**src/rtl/axi4_lite_master_if.sv**
```systemverilog
// axi4_lite_master_if: AXI4-lite bus between one initiator (master) and one responder (slave)
interface axi4_lite_if #(
   parameter int ADDRESS    = 32,
   parameter int DATA_WIDTH = 32
);
   logic [ADDRESS-1:0]    M_AWADDR;
   logic                  M_AWVALID;
   logic                  M_AWREADY;
   logic [DATA_WIDTH-1:0] M_WDATA;
   logic [3:0]            M_WSTRB;
   logic                  M_WVALID;
   logic                  M_WREADY;
   logic [1:0]            M_BRESP;
   logic                  M_BVALID;
   logic                  M_BREADY;
   logic [ADDRESS-1:0]    M_ARADDR;
   logic                  M_ARVALID;
   logic                  M_ARREADY;
   logic [DATA_WIDTH-1:0] M_RDATA;
   logic [1:0]            M_RRESP;
   logic                  M_RVALID;
   logic                  M_RREADY;
   modport master (
      output M_AWADDR, M_AWVALID, M_WDATA, M_WSTRB, M_WVALID, M_BREADY, M_ARADDR, M_ARVALID, M_RREADY,
      input  M_AWREADY, M_WREADY, M_BRESP, M_BVALID, M_ARREADY, M_RDATA, M_RRESP, M_RVALID
   );
   modport slave (
      input  M_AWADDR, M_AWVALID, M_WDATA, M_WSTRB, M_WVALID, M_BREADY, M_ARADDR, M_ARVALID, M_RREADY,
      output M_AWREADY, M_WREADY, M_BRESP, M_BVALID, M_ARREADY, M_RDATA, M_RRESP, M_RVALID
   );
endinterface

```
**src/rtl/axi4_lite_master.sv**
```systemverilog
// axi4_lite_master: single-outstanding AXI4-lite initiator; define AXI_MASTER_TIMEOUT_EN to abort after TIMEOUT_CYCLES
module axi4_lite_master #(
   parameter int ADDRESS        = 32,
   parameter int DATA_WIDTH     = 32,
   parameter int TIMEOUT_CYCLES = 256
) (
   input  logic                  ACLK,
   input  logic                  ARESETN,
   input  logic                  cmd_valid,
   output logic                  cmd_ready,
   input  logic                  cmd_write,
   input  logic [ADDRESS-1:0]    cmd_addr,
   input  logic [DATA_WIDTH-1:0] cmd_wdata,
   input  logic [3:0]            cmd_wstrb,
   output logic                  rsp_valid,
   output logic                  rsp_write,
   output logic [DATA_WIDTH-1:0] rsp_rdata,
   output logic [1:0]            rsp_resp,
   output logic                  rsp_timeout,
   output logic                  busy,
   axi4_lite_if.master           m
);
   typedef enum logic [2:0] {IDLE, WADDR_DATA, WRESP, RADDR, RDATA} state_t;
   state_t state, state_nxt;
   logic aw_done, w_done, awvalid, wvalid, write_q;
   logic [ADDRESS-1:0] addr_q;
   logic [DATA_WIDTH-1:0] wdata_q;
   logic [3:0] wstrb_q;
   logic accept, aw_hs, w_hs, b_hs, r_hs, done, timeout;
   assign cmd_ready   = state == IDLE;
   assign busy        = !cmd_ready;
   assign accept      = cmd_valid && cmd_ready;
   assign aw_hs       = awvalid && m.M_AWREADY;
   assign w_hs        = wvalid && m.M_WREADY;
   assign b_hs        = state == WRESP && m.M_BVALID;
   assign r_hs        = state == RDATA && m.M_RVALID;
   assign done        = b_hs || r_hs;
   assign m.M_AWADDR  = addr_q;
   assign m.M_ARADDR  = addr_q;
   assign m.M_WDATA   = wdata_q;
   assign m.M_WSTRB   = wstrb_q;
   assign m.M_AWVALID = awvalid;
   assign m.M_WVALID  = wvalid;
   assign m.M_BREADY  = state == WRESP;
   assign m.M_ARVALID = state == RADDR;
   assign m.M_RREADY  = state == RDATA;
   always_comb begin
      state_nxt = state;
      case (state)
         IDLE:       state_nxt = accept ? (cmd_write ? WADDR_DATA : RADDR) : IDLE;
         WADDR_DATA: state_nxt = (aw_done || aw_hs) && (w_done || w_hs) ? WRESP : WADDR_DATA;
         WRESP:      state_nxt = b_hs ? IDLE : WRESP;
         RADDR:      state_nxt = m.M_ARREADY ? RDATA : RADDR;
         RDATA:      state_nxt = r_hs ? IDLE : RDATA;
         default:    state_nxt = IDLE;
      endcase
      if (timeout) state_nxt = IDLE;
   end
   always_ff @(posedge ACLK)
      if (!ARESETN) state <= IDLE;
      else state <= state_nxt;
   always_ff @(posedge ACLK) begin
      if (!ARESETN) begin
         aw_done   <= 1'b0;
         w_done    <= 1'b0;
         awvalid   <= 1'b0;
         wvalid    <= 1'b0;
         write_q   <= 1'b0;
         addr_q    <= '0;
         wdata_q   <= '0;
         wstrb_q   <= '0;
         rsp_valid <= 1'b0;
         rsp_write <= 1'b0;
         rsp_rdata <= '0;
         rsp_resp  <= '0;
      end else begin
         if (accept) begin
            addr_q  <= cmd_addr;
            wdata_q <= cmd_wdata;
            wstrb_q <= cmd_wstrb;
            write_q <= cmd_write;
         end
         // VALIDs are registered so they rise on the first WADDR_DATA cycle and fall right after their own handshake
         awvalid   <= (accept && cmd_write) || (awvalid && !m.M_AWREADY && !timeout);
         wvalid    <= (accept && cmd_write) || (wvalid && !m.M_WREADY && !timeout);
         aw_done   <= !accept && (aw_done || aw_hs);
         w_done    <= !accept && (w_done || w_hs);
         rsp_valid <= done || timeout;
         if (done || timeout) begin
            rsp_write <= write_q;
            rsp_rdata <= r_hs ? m.M_RDATA : '0;
            rsp_resp  <= timeout ? 2'b10 : (b_hs ? m.M_BRESP : m.M_RRESP);
         end
      end
   end
`ifdef AXI_MASTER_TIMEOUT_EN
   localparam int CW = $clog2(TIMEOUT_CYCLES + 1);
   logic [CW-1:0] cnt;
   // a completion landing on the last allowed cycle beats the abort
   assign timeout = state != IDLE && !done && cnt == CW'(TIMEOUT_CYCLES - 1);
   always_ff @(posedge ACLK) begin
      if (!ARESETN) begin
         cnt         <= '0;
         rsp_timeout <= 1'b0;
      end else begin
         cnt <= accept ? '0 : cnt + ((state != IDLE) ? CW'(1) : CW'(0));
         if (done || timeout) rsp_timeout <= timeout;
      end
   end
`else
   assign timeout     = 1'b0;
   assign rsp_timeout = 1'b0;
`endif
endmodule

```
**src/flat_wrapper.sv**
```systemverilog
// flat-port wrapper written by rule: the top's interface ports become plain ports
module axi4_lite_master_flat 
#(
   parameter int ADDRESS        = 32,
   parameter int DATA_WIDTH     = 32,
   parameter int TIMEOUT_CYCLES = 256
)
  (ACLK, ARESETN, cmd_valid, cmd_ready, cmd_write, cmd_addr, cmd_wdata, cmd_wstrb, rsp_valid, rsp_write, rsp_rdata, rsp_resp, rsp_timeout, busy, m_M_AWADDR, m_M_AWVALID, m_M_WDATA, m_M_WSTRB, m_M_WVALID, m_M_BREADY, m_M_ARADDR, m_M_ARVALID, m_M_RREADY, m_M_AWREADY, m_M_WREADY, m_M_BRESP, m_M_BVALID, m_M_ARREADY, m_M_RDATA, m_M_RRESP, m_M_RVALID);
  axi4_lite_if #(.ADDRESS(ADDRESS), .DATA_WIDTH(DATA_WIDTH)) m_i ();
  input  logic ACLK;
  input  logic ARESETN;
  input  logic cmd_valid;
  output logic cmd_ready;
  input  logic cmd_write;
  input  logic [ADDRESS-1:0] cmd_addr;
  input  logic [DATA_WIDTH-1:0] cmd_wdata;
  input  logic [3:0] cmd_wstrb;
  output logic rsp_valid;
  output logic rsp_write;
  output logic [DATA_WIDTH-1:0] rsp_rdata;
  output logic [1:0] rsp_resp;
  output logic rsp_timeout;
  output logic busy;
  output wire logic [$bits(m_i.M_AWADDR)-1:0] m_M_AWADDR;
  output wire logic [$bits(m_i.M_AWVALID)-1:0] m_M_AWVALID;
  output wire logic [$bits(m_i.M_WDATA)-1:0] m_M_WDATA;
  output wire logic [$bits(m_i.M_WSTRB)-1:0] m_M_WSTRB;
  output wire logic [$bits(m_i.M_WVALID)-1:0] m_M_WVALID;
  output wire logic [$bits(m_i.M_BREADY)-1:0] m_M_BREADY;
  output wire logic [$bits(m_i.M_ARADDR)-1:0] m_M_ARADDR;
  output wire logic [$bits(m_i.M_ARVALID)-1:0] m_M_ARVALID;
  output wire logic [$bits(m_i.M_RREADY)-1:0] m_M_RREADY;
  input wire logic [$bits(m_i.M_AWREADY)-1:0] m_M_AWREADY;
  input wire logic [$bits(m_i.M_WREADY)-1:0] m_M_WREADY;
  input wire logic [$bits(m_i.M_BRESP)-1:0] m_M_BRESP;
  input wire logic [$bits(m_i.M_BVALID)-1:0] m_M_BVALID;
  input wire logic [$bits(m_i.M_ARREADY)-1:0] m_M_ARREADY;
  input wire logic [$bits(m_i.M_RDATA)-1:0] m_M_RDATA;
  input wire logic [$bits(m_i.M_RRESP)-1:0] m_M_RRESP;
  input wire logic [$bits(m_i.M_RVALID)-1:0] m_M_RVALID;
  assign m_M_AWADDR = m_i.M_AWADDR;
  assign m_M_AWVALID = m_i.M_AWVALID;
  assign m_M_WDATA = m_i.M_WDATA;
  assign m_M_WSTRB = m_i.M_WSTRB;
  assign m_M_WVALID = m_i.M_WVALID;
  assign m_M_BREADY = m_i.M_BREADY;
  assign m_M_ARADDR = m_i.M_ARADDR;
  assign m_M_ARVALID = m_i.M_ARVALID;
  assign m_M_RREADY = m_i.M_RREADY;
  assign m_i.M_AWREADY = m_M_AWREADY;
  assign m_i.M_WREADY = m_M_WREADY;
  assign m_i.M_BRESP = m_M_BRESP;
  assign m_i.M_BVALID = m_M_BVALID;
  assign m_i.M_ARREADY = m_M_ARREADY;
  assign m_i.M_RDATA = m_M_RDATA;
  assign m_i.M_RRESP = m_M_RRESP;
  assign m_i.M_RVALID = m_M_RVALID;
  axi4_lite_master #(.ADDRESS(ADDRESS), .DATA_WIDTH(DATA_WIDTH), .TIMEOUT_CYCLES(TIMEOUT_CYCLES)) u_core (.ACLK(ACLK), .ARESETN(ARESETN), .cmd_valid(cmd_valid), .cmd_ready(cmd_ready), .cmd_write(cmd_write), .cmd_addr(cmd_addr), .cmd_wdata(cmd_wdata), .cmd_wstrb(cmd_wstrb), .rsp_valid(rsp_valid), .rsp_write(rsp_write), .rsp_rdata(rsp_rdata), .rsp_resp(rsp_resp), .rsp_timeout(rsp_timeout), .busy(busy), .m(m_i));
endmodule
```
**config.mk**
```make
export PLATFORM = sky130hd
export DESIGN_NAME = axi4_lite_master_flat
export DESIGN_NICKNAME = d
export VERILOG_FILES = /design/src/rtl/axi4_lite_master_if.sv /design/src/rtl/axi4_lite_master.sv /design/src/flat_wrapper.sv
export SDC_FILE = /design/constraint.sdc
export NUM_CORES = 1
export LEC_CHECK = 0
export CORE_MARGIN = 3
export CORE_UTILIZATION = 34
export CTS_CLUSTER_DIAMETER = 200
export DETAILED_ROUTE_END_ITERATION = 16
export GPL_TIMING_DRIVEN = 0
export PLACE_DENSITY = 0.79
export SYNTH_ARGS = -nofsm -noshare
export SYNTH_HDL_FRONTEND = slang
export SYNTH_SLANG_ARGS = --single-unit
```
**constraint.sdc**
```tcl
create_clock -name ACLK -period 1.8 [get_ports ACLK]
set_clock_uncertainty 0.2 [all_clocks]
set_input_delay 0.18 -clock ACLK [delete_from_list [all_inputs] [get_ports ACLK]]
set_output_delay 0.18 -clock ACLK [all_outputs]
set_load 0.01 [all_outputs]
```
==> run_results.csv, run 1 <==
group,metric,value,unit
setup_path,cp-start-kind,"register",
grt,first_global_vias,4190,
floorplanning,row_count,40,
drt,drc,0,
timing,fmax,0.537,GHz
cts,clock_latency,0.35,ns
timing,rsz0062_at_grt,"yes",
setup_path,cpLargestDelayFamily,"buffers and inverters",
logic_synthesis,synthCells,469,
timing,max_slew_margin,64.2,%
logic_synthesis,ys_ff_latch,112,
logic_synthesis,netlist.top_cell.by_area,"dfxtp_1",
floorplanning,start_util,34.9,%
setup_path,cp.arrival,1.88,ns
logic_synthesis,syn_area,0.00423,sq mm
placement,dp_cells,892,
cts,clockBufferDepth,2,
timing,period_minus_slack,1.86,ns
drt,drt_iter0_drc,155,
grt,antenna_found_initial,0,
logic_synthesis,synth_top_area_share,53.0,%
logic_synthesis,syn-num-nets,582,
drt,vias_per_cell,4.67,
cts,clk_pin_slew,0.07,ns
status,violations,"setup timing",
cells_and_area,drive_gt1_share,12.7,%
cts,root_buffer,"clkbuf_16",
logic_synthesis,synth.most_common_cell,"nand2_1",
logic_synthesis,synth_edf_count,0,
floorplanning,die_y,118,microns
placement,post-place-ws,-0.356,ns
setup_path,r2r_cells,7,
cells_and_area,final_cells,915,
run,maxCapViolations,0,
setup_path,crit_type,"register to register",
pwr,ir_drop,0.617,mV
cells_and_area,fin_nets,856,
status,status,"finished, violations left",
setup_path,cp_num_buf_inv,4,
timing,fin_ws,-0.0615,ns
setup_path,slowest_delay,0.50,ns
logic_synthesis,syn_avg_cell_area,9.02,sq um
setup_path,path_common_cell,"buf_6",
setup_path,worstPathRequired,1.81,ns
hold_path,min_delay_path_depth,3,
cells_and_area,utilization,60.7,%
grt,grt_max_degree,17,
setup_path,worst_r2r_endpoint,"u_core.m.M_WDATA[3]",
setup_path,slowest_stage,"or4b_4",
floorplanning,die_w,118,microns
setup_path,path_cells,"buf_6, buf_6, or4b_4, buf_4, buf_6, nand2_1, a21oi_1",
grt,grtUsageTotal,19.6,%
drt,num_vias,4273,
timing,hold_viol_final,0,
cts,cts_buffers,9,
placement,hpwl,11.0,mm
timing,worst_pin_slew,0.536,ns
logic_synthesis,async_flop_share,0,%
placement,place_area,0.00699,sq mm
hold_path,min_to,"u_core.m.M_ARADDR[28]",
logic_synthesis,synth_top_cells_by_count,"142 x nand2_1, 112 x dfxtp_1, 76 x a21oi_1",
grt,grt.overflow.total,0,
cts,cts_tree,"done",
cts,hold_buffers,0,
timing,drv_slew,0,
drt,drt-pass1-iter-count,4,
logic_synthesis,ys_top_cells_by_area,"dfxtp_1 53%, nand2_1 13%, a21oi_1 9.0%, a32o_1 7.6%, buf_4 6.4%",
cts,h-tree-depth,3,
hold_path,min-delay-start,"cmd_addr[28]",
logic_synthesis,ys.flop_type,"dfxtp_1",
cells_and_area,fin_area,0.00736,sq mm
pwr,power_leakage,0.00282,uW
placement,place_congestion,0.775,
drt,routed_wl,14.2,mm
placement,numPortBuffers,255,
hold_path,min_path_type,"input pin to register",
logic_synthesis,synth_cell_types,30,
setup_path,worstPathMaxFanout,10,
drt,avgRoutedWirePerCell,15.5,microns
cells_and_area,n_antenna_cell,0,
timing,whs,0.178,ns
grt,grt_pass1_wl,21.9,mm
drt,antenna_left,0,
cts,clkSinkCount,112,
timing,min_period_over_period,103,%
floorplanning,die_area,0.0138,sq mm
setup_path,r2r-start,"u_core.state[2]",
cells_and_area,syn_to_final_growth,73.9,%
timing,setup_viol,71,
floorplanning,core-area,0.0121,sq mm
pwr,power_density,787,mW/mm^2
setup_path,endpoint_kind,"register",
setup_path,r2r_slack,-0.06,ns
logic_synthesis,ys_seq_area_share,53.0,%
floorplanning,ioPinCount,257,
logic_synthesis,synth_warnings,0,
how the worst max path moves through the flow:
stage / startpoint / endpoint / slack, ns / cells past startpoint
final: u_core.state[2] / u_core.m.M_WDATA[3] / -0.06 / 7
after global routing: u_core.state[2] / u_core.m.M_ARADDR[2] / -0.12 / 7
after CTS: u_core.state[0] / busy / -0.04 / 4
after detailed placement: ARESETN / u_core.m.M_WSTRB[3] / -0.36 / 5
after global placement: ARESETN / u_core.state[0] / -0.28 / 5
after floorplan: u_core.state[1] / u_core.m.M_ARADDR[23] / 0.13 / 6
layer usage:
metal / track usage [%] / vias up / routed length (microns)
met5: 0 / - / 0
li1: - / 2103 / -
met2: 35.4 / 157 / 7350
met4: 8.13 / 0 / 322
met1: 21.9 / 1995 / 5650
met3: 4.90 / 18 / 901
layout make-up:
| class | instances | area, sq um |
|---|---|---|
| fillers | 1046 | 4760 |
| repair buffers | 263 | 2600 |
| flip-flops and latches | 112 | 2240 |
| multi-input cells | 284 | 1520 |
| plain buffers | 70 | 498 |
| clock buffers | 13 | 260 |
| well taps | 168 | 210 |
| clock inverters | 2 | 15.0 |
| inverters | 3 | 11.3 |
timing repair:
action / CTS / global route
hold endpoints to repair: 0 / 0
pin swaps: 1 / 1
gates cloned: 0 / 1
setup endpoints to repair: 63 / 114
resized for setup: 22 / 17
setup buffers: 7 / 0
report_power, final:
group	switching [uW]	internal, uW	leakage (uW)
clock	862	1010	0.000128
sequential	80.6	2600	0.000914
combinational	507	725	0.00177
cells in the final DEF (no fill, tap or decap), types with 2 or more instances in the layout:
cell / netlist / final
clkbuf_4: 0 / 3
a32o_1: 32 / 32
a21oi_1: 76 / 76
clkbuf_2: 0 / 7
clkinvlp_4: 0 / 2
nand2b_1: 2 / 2
clkbuf_1: 14 / 12
clkdlybuf4s50_1: 0 / 249
nor3b_1: 2 / 2
and2_1: 2 / 2
mux2i_1: 4 / 4
clkbuf_8: 0 / 2
buf_4: 36 / 43
dfxtp_1: 112 / 110
nor2_1: 4 / 4
nand2_1: 142 / 141
clkbuf_16: 0 / 9
inv_1: 2 / 2
buf_2: 11 / 8
o21ai_0: 4 / 4
buf_6: 9 / 11
nand3b_1: 3 / 3
dfxtp_2: 0 / 2
flip-flops by register name, indices dropped and copies added (netlist names):
register and count:
u_core.aw_done 1, u_core.m.M_ARADDR 32, u_core.m.M_AWVALID 1, u_core.m.M_WDATA 32
u_core.m.M_WSTRB 4, u_core.m.M_WVALID 1, u_core.rsp_rdata 32, u_core.rsp_resp 2
u_core.rsp_valid 1, u_core.rsp_write 1, u_core.state 3, u_core.w_done 1
u_core.write_q 1
logic make-up (layout without fill, tap and decap cells):
kind of cell | Yosys count | after routing | share of synthesized area [%]
compound gates | 116 | 116 | 17.9
buf+inv | 73 | 351 | 11.6
flops | 112 | 112 | 53.0
mux | 4 | 4 | 0.947
other cells | 1 | 1 | 0.0886
simple gates | 163 | 163 | 16.4
through the flow:
step	TNS (ns)	total power [uW]
global route	-8.05	6050
floorplan	0	3240
CTS	-1.29	5860
detailed placement	-27.28	3960
global placement	-20.65	3930
finish	-2.43	5790
worst min-delay path, stage by stage:
cell and delay (ns):
clkdlybuf4s50_1 0.40, nand2_1 0.05, a21oi_1 0.05
(Power assumes the default switching activity.)
==> inputs of run 2 (changes only) <==
SLEW_MARGIN = 20   (was unset)
==> results of run 2 <==
Final layout, timing and power as in run 1 (identical DEF).
